--- config.mk ---
export PLATFORM = sky130hd
export DESIGN_NAME = fop_minterm_scan
export DESIGN_NICKNAME = d
export VERILOG_FILES = /design/src/rtl/fop_pkg.sv /design/src/rtl/fop_higher_any.sv /design/src/rtl/fop_minterm_scan.sv
export SDC_FILE = /design/constraint.sdc
export NUM_CORES = 1
export LEC_CHECK = 0
export ABC_AREA = 1
export BUFFER_PORTS_ARGS = -buffer_cell sky130_fd_sc_hd__buf_4
export CORE_MARGIN = 2
export CORE_UTILIZATION = 45
export CTS_BUF_LIST = sky130_fd_sc_hd__clkbuf_16
export DETAILED_ROUTE_END_ITERATION = 16
export PLACE_DENSITY = 0.74
export SLEW_MARGIN = 20
export SYNTH_ARGS = -nofsm -noshare
export SYNTH_HDL_FRONTEND = slang
export SYNTH_SLANG_ARGS = --single-unit
--- constraint.sdc ---
create_clock -name clk -period 1.3 [get_ports clk]
set_input_delay 0 -clock clk [delete_from_list [all_inputs] [get_ports clk]]
set_output_delay 0 -clock clk [all_outputs]
set_load 0.02 [all_outputs]
--- src/rtl/fop_pkg.sv ---
// fop_pkg: shared state encoding and default evaluator width for the fop blocks
//   FOP_N   : default evaluator input width
//   state_t : scanner FSM state encoding
package fop_pkg;
    localparam int FOP_N = 4;
    typedef enum logic [1:0] {
        IDLE = 2'd0,
        SCAN = 2'd1,
        EMIT = 2'd2,
        DONE = 2'd3
    } state_t;
endpackage

--- src/rtl/fop_higher_any.sv ---
// fop_higher_any: flags whether any truth-table bit strictly above ptr is set
//   tt  : truth table, bit k = f(k)
//   ptr : current index
//   any : 1 when some tt[k] with k > ptr is set
module fop_higher_any #(
    parameter int N = fop_pkg::FOP_N
) (
    input  logic [(1<<N)-1:0] tt,
    input  logic [N-1:0]      ptr,
    output logic              any
);
    logic [(1<<N)-1:0] sh;
    assign sh  = tt >> ptr;
    assign any = |sh[(1<<N)-1:1];
endmodule

--- src/rtl/fop_minterm_scan.sv ---
// fop_minterm_scan: sweeps an external evaluator, records its truth table and streams the true minterms
//   clk, rst_n          : clock, async active-low reset
//   start               : one-cycle request, honoured in IDLE only
//   probe / probe_out   : code driven to the evaluator and its combinational response
//   m_valid/m_ready     : minterm stream handshake, m_data index, m_last on highest true minterm
//   truth_table, count  : recorded function and number of true minterms
//   busy, done          : activity flag and one-cycle completion pulse
module fop_minterm_scan #(
    parameter int N = fop_pkg::FOP_N
) (
    input  logic              clk,
    input  logic              rst_n,
    input  logic              start,
    output logic [N-1:0]      probe,
    input  logic              probe_out,
    output logic              m_valid,
    input  logic              m_ready,
    output logic [N-1:0]      m_data,
    output logic              m_last,
    output logic [(1<<N)-1:0] truth_table,
    output logic [N:0]        count,
    output logic              busy,
    output logic              done
);
    import fop_pkg::*;
    localparam logic [N-1:0] TOP = {N{1'b1}};
    state_t       state, state_nx;
    logic [N-1:0] ptr;
    logic         higher, adv;
    fop_higher_any #(.N(N)) u_higher (
        .tt (truth_table),
        .ptr(ptr),
        .any(higher)
    );
    assign m_valid = (state == EMIT) && truth_table[ptr];
    assign m_data  = ptr;
    assign m_last  = m_valid && !higher;
    assign busy    = state != IDLE;
    assign done    = state == DONE;
    // empty slots are skipped at one per cycle; a true slot waits for the consumer
    assign adv     = !m_valid || m_ready;
    always_comb begin
        state_nx = state == IDLE ? (start ? SCAN : IDLE)
                 : state == SCAN ? (probe == TOP ? EMIT : SCAN)
                 : state == EMIT ? ((adv && ptr == TOP) ? DONE : EMIT)
                 : IDLE;
    end
    always_ff @(posedge clk or negedge rst_n) begin
        if (!rst_n) begin
            state       <= IDLE;
            probe       <= '0;
            truth_table <= '0;
            count       <= '0;
            ptr         <= '0;
        end else begin
            state <= state_nx;
            if (state == IDLE && start) begin
                probe       <= '0;
                truth_table <= '0;
                count       <= '0;
            end
            if (state == SCAN) begin
                truth_table[probe] <= probe_out;
                count              <= count + (N+1)'(probe_out);
                if (probe == TOP) ptr <= '0;
                else probe <= probe + 1'b1;
            end
            if (state == EMIT && adv) ptr <= ptr + 1'b1;
        end
    end
endmodule

## Yosys cells after proc, flatten, opt, wreduce, memory -nomap -nowiden

Cells that the tools add are included.

- Register bits: 31
- Input port bits: 5
- Output and inout port bits: 33
- Logic and storage cells: 54

- $add $sub $neg: 3
- Order comparisons: 3
- Equal/unequal tests: 5
- Shift-type cells: 1
- Mux-type cells: 21
- Reductions and logical operators: 16

Operators by type and width:

| kind | count |
|---|---|
| $mux 16 | 2 |
| $mux 4 | 6 |
| $bwmux 16 | 1 |
| $shr 16x4->16 | 1 |
| $reduce_or 15->1 | 1 |
| $lt 4x5->1 const B | 2 |
| $mux 5 | 2 |
| $add 4x1->4 const B | 2 |
| $eq 4x4->1 const B | 2 |
| $mux 2 | 4 |
| $reduce_bool 2->1 | 4 |
| $logic_and 1x1->1 | 6 |
| $add 5x1->5 | 1 |
| $bmux 1 s4 | 1 |
| $demux 1 s4 | 1 |
| $eq 2x2->1 const B | 2 |
| $ge 4x1->1 const B | 1 |
| $mux 1 | 4 |
| $eq 2x1->1 const B | 1 |
| $logic_not 1->1 | 2 |
| $logic_not 2->1 | 1 |
| $reduce_and 2->1 | 1 |
| $logic_or 1x1->1 | 1 |

## Logic depth before layout (Yosys ltp)

- Depth in word-level cells: 10
- Mapped depth: 11

## Modules after synthesis

A second synthesis with hierarchy kept.

- Cells, all modules: 300
- Area, all modules: 2,080.7 sq um

Modules (own cells, without submodules):

| module | instances | cells an instance | area an instance (sq um) |
|---|---|---|---|
| fop_minterm_scan | 1 | 235 | 1,785.5 |
| fop_higher_any | 1 | 65 | 295.3 |

## Worst setup path after synthesis

No wires, ideal clock.

- Path kind: register to output
- Start point: register ptr[0] (netlist: m_data[0])
- End point: output port m_last
- Data arrival time: 1,609 ps
- Setup slack: -309 ps
- Cell stages (with the launch flop): 12
- Buffers on the path: 1
- Cell sequence: dfrtp_1 -> buf_6 -> nand2_2 -> nand3_1 -> nand2_1 -> nand2_1 -> nand2_2 -> nor2_4 -> inv_2 -> nor2_1 -> nand2_1 -> a21oi_1

- Word-level cells in the longest chain between the ends: 4

Ends and longest elaborated chain:

| element | RTL line | text |
|---|---|---|
| start, declared | fop_minterm_scan.sv:28 | `logic [N-1:0] ptr;` |
| start signal, assigned | fop_minterm_scan.sv:68 | `if (state == EMIT && adv) ptr <= ptr + 1'b1;` |
| $shr 16x4->16 or $bmux 1 s4 (tied branches) | fop_higher_any.sv:13, fop_minterm_scan.sv:35 |  |
| $reduce_or 15->1 or $mux 1 (tied branches) | fop_higher_any.sv:14, fop_minterm_scan.sv:35 |  |
| $logic_not 1->1 or $logic_and 1x1->1 (tied branches) | fop_minterm_scan.sv:37, fop_minterm_scan.sv:35 |  |
| $logic_and 1x1->1 (*) | fop_minterm_scan.sv:37 | `assign m_last = m_valid && !higher;` |
| end, declared | fop_minterm_scan.sv:19 | `output logic m_last,` |

Mark *: on every way between the ends. The rest lies on a longest branch, timed or not. The select of a mux whose other input is x is not followed.

## Worst setup path in the final report

Same ends and word-level chain as after synthesis.

==> flow_metrics.tcl <==
set metrics [dict create \
    r2r_end "m_data[0]" \
    rsz0062_at_grt "true" \
    via_count 2267 \
    synthFlopType "dfrtp_1" \
    route.detailed.drc 0 \
    worst_setup_hold_path_clk_slew_ps 50 \
    synth_area_leaders "dfrtp_1 37%, nand2_1 13%, nand3_1 7.5%" \
    finalSetupViolations 30 \
    via_per_inst 5.28 \
    dp_slack_ps -193 \
    synth-seq-cells 31 \
    required_ps 1300 \
    drt_iter0_drc 132 \
    arrival_ps 1820 \
    r2r_setup_slack_ps -320 \
    status "complete, but fails checks" \
    startpoint_type "flop" \
    grt_first_pass_wirelength_um 9760 \
    gr-total-overflow 0 \
    clock_skew_ps 6.96 \
    htree_levels 2 \
    clockBufferDepth 2 \
    io_buffers 37 \
    failed_checks "setup timing" \
    peakVddDrop_mv 1.81 \
    core_um2 4410 \
    synth_top_cell_area_share_pct 37.3 \
    tritoncts "done" \
    synth_area_um2 2080 \
    cp-end-kind "output pin" \
    synth_common_cells "72 x nand2_1, 31 x dfrtp_1, 31 x nand3_1, 28 x inv_1, 26 x nor2_1" \
    clk_latency_ps 280 \
    max-slew-margin-rel_pct 66.1 \
    final_antenna_net_count 0 \
    leakage_nw 1.62 \
    gp_congestion 0.960 \
    die_area_um2 5190 \
    die_w_um 72.0 \
    critical-path-slowest-cell "dfrtp_2" \
    cts-root-buf "clkbuf_16" \
    die_h_um 72.0 \
    row_count 24 \
    tightest_slew_ps 508 \
    grt_pass1_vias 2174 \
    cts_buffers 5 \
    setup_ws_ps -516 \
    hold_path_end "count[0]" \
    synth_edf_count 0 \
    synth_top_cell_by_area "dfrtp_1" \
    syn-num-nets 297 \
    num_antenna_cells 0 \
    finalCritPeriodShare_pct 140 \
    hold_depth 4 \
    yosys_warnings 0 \
    hold_start "probe_out" \
    hold_class "in -> reg" \
    place_hpwl_um 4210 \
    drt-total-wl_um 6180 \
    syn_inst 285 \
    cp_common_cell "nand2_1" \
    grt_use_total_pct 24.1 \
    grt_max_degree 32 \
    setup_tns_ps -4080 \
    synth_seq_area_share_pct 37.3 \
    min_period_ps 1820 \
    first_pass_iters 4 \
    max_freq_mhz 551 \
    initial_core_util_pct 47.2 \
    crit_type "reg -> out" \
    synthArstFlopShare_pct 100 \
    drv_cap 0 \
    syn_to_final_growth_pct 54.4 \
    drive_above_1_share_pct 48.3 \
    detail_route.wl_per_cell_um 14.4 \
    p_per_area_nw_per_um2 2600 \
    numClockSinks 31 \
    r2r_start "m_data[0]" \
    synth_cell_types 29 \
    grt_antenna_before_repair 0 \
    synth_most_common_cell "nand2_1" \
    syn_area_per_cell_um2 7.31 \
    rr_worst_depth 12 \
    ioPinCount 38 \
    hold_viol_final 0 \
    slowest_delay_ps 470 \
    slew_violations 0 \
    cp_cell_sequence "buf_12 -> nand2_2 -> buf_4 -> nand2_1 -> nor2_1 -> nand2_1 -> nand2_1 -> nand4_1 -> a21oi_4 -> buf_6" \
    fin_nets 388 \
    worstPathMaxFanout 6 \
]
-- critical path: cells and delay by family (launching register included) --
family | cells | cell delay (ps)
compound gates | 1 | 160
buf+inv | 3 | 380
simple gates | 6 | 520
flops | 1 | 470
-- placed cells by master (no fill, tap or decap) --
cell	Yosys	layout
ha_1	7	5
a31oi_2	0	1
nor3_1	2	1
buf_12	0	1
inv_2	4	6
o21ai_0	14	4
a21oi_1	25	13
nand3_4	1	1
nor3_2	0	1
nor2_1	26	18
a21oi_2	0	11
dfrtp_2	0	3
a21oi_4	0	1
nor2_2	2	7
bufinv_8	1	1
nand2_2	7	16
nor2_4	1	4
o21bai_1	1	1
o22ai_1	4	3
nand4_1	1	1
inv_1	28	26
clkinv_2	0	1
ha_2	0	2
mux2i_1	1	1
nand3_2	4	18
dfrtp_1	31	28
o21ai_2	0	5
nand2_1	72	61
buf_6	4	11
inv_4	0	2
and2_1	2	2
o21ai_1	5	10
clkbuf_16	0	6
buf_4	0	79
o22ai_2	0	1
dlygate4sd3_1	0	1
xor2_1	3	3
nand2_4	2	4
nand3_1	31	17
-- stage by stage --
stage | instances | hold WS, ps | utilization [%] | total power (W) | area [um2]
floorplan | 285 | -296 | - | 0.00447 | 2120
global placement | 411 | -42.9 | 62.0 | 0.00617 | 2740
global route | 429 | 132 | 72.8 | 0.00901 | 3220
finish | 429 | 99.7 | 72.8 | 0.00837 | 3220
detailed placement | 411 | -45.2 | 62.0 | 0.00627 | 2740
CTS | 426 | 51.1 | 69.0 | 0.00789 | 3050
-- worst max-delay path by stage --
stage	to	cells past startpoint	start
finish	m_last	10	m_data[0]
global route	m_last	10	m_data[0]
CTS	m_last	11	m_data[0]
detailed placement	m_last	11	m_data[0]
global placement	m_last	11	m_data[0]
floorplan	m_data[3]	11	m_data[0]
-- per-layer routing --
layer	GRT usage [%]	vias to the layer above	wire [um]	share of wire (%)
met3	5.56	13	291	4.7
met4	10.5	0	120	1.9
met1	30.1	1090	2580	42
met5	0	-	0	0
met2	40.1	56	3190	52
li1	-	1108	-	-
-- state kept, by name (all words and copies together), names as in the netlist --
signal and cells:
probe 4, m_data 4, count 5, truth_table 16, state 2
-- layout make-up --
class | count | area [um2]
multi-input combinational | 212 | 1320
clock inverter | 3 | 12.5
inverter | 33 | 143
fill | 327 | 1200
tap | 52 | 65.1
clock buffer | 5 | 125
sequential | 31 | 779
timing repair buffer | 93 | 772
-- cells by family after synthesis --
family | share of synthesized area, %
AOI/OAI and AO/OA | 12.4
DFF | 37.3
buffers and inverters | 10.8
adders and majority gates | 4.21
muxes | 0.481
xor gates and xnor gates | 1.26
and+or+nand+nor | 33.6
-- power by group --
group / leakage [nW] / switching [W] / internal (W) / total, W
logic: 1.15 / 0.00301 / 0.00247 / 0.00547
clock network: 0.0762 / 0.000405 / 0.000690 / 0.00109
registers: 0.401 / 0.000442 / 0.00136 / 0.00180
total: 1.62 / 0.00386 / 0.00452 / 0.00837
-- timing repair --
item / 4_1_cts / 5_1_grt
gates resized for setup: 46 / 35
pin swaps: 3 / 5
hold buffers: 1 / 0
hold endpoints to repair: 31 / 0
setup buffers: 5 / 2
gates cloned: 1 / 1
endpoints found under the setup margin: 23 / 33
Note: power is estimated with default switching activity, not from simulation.
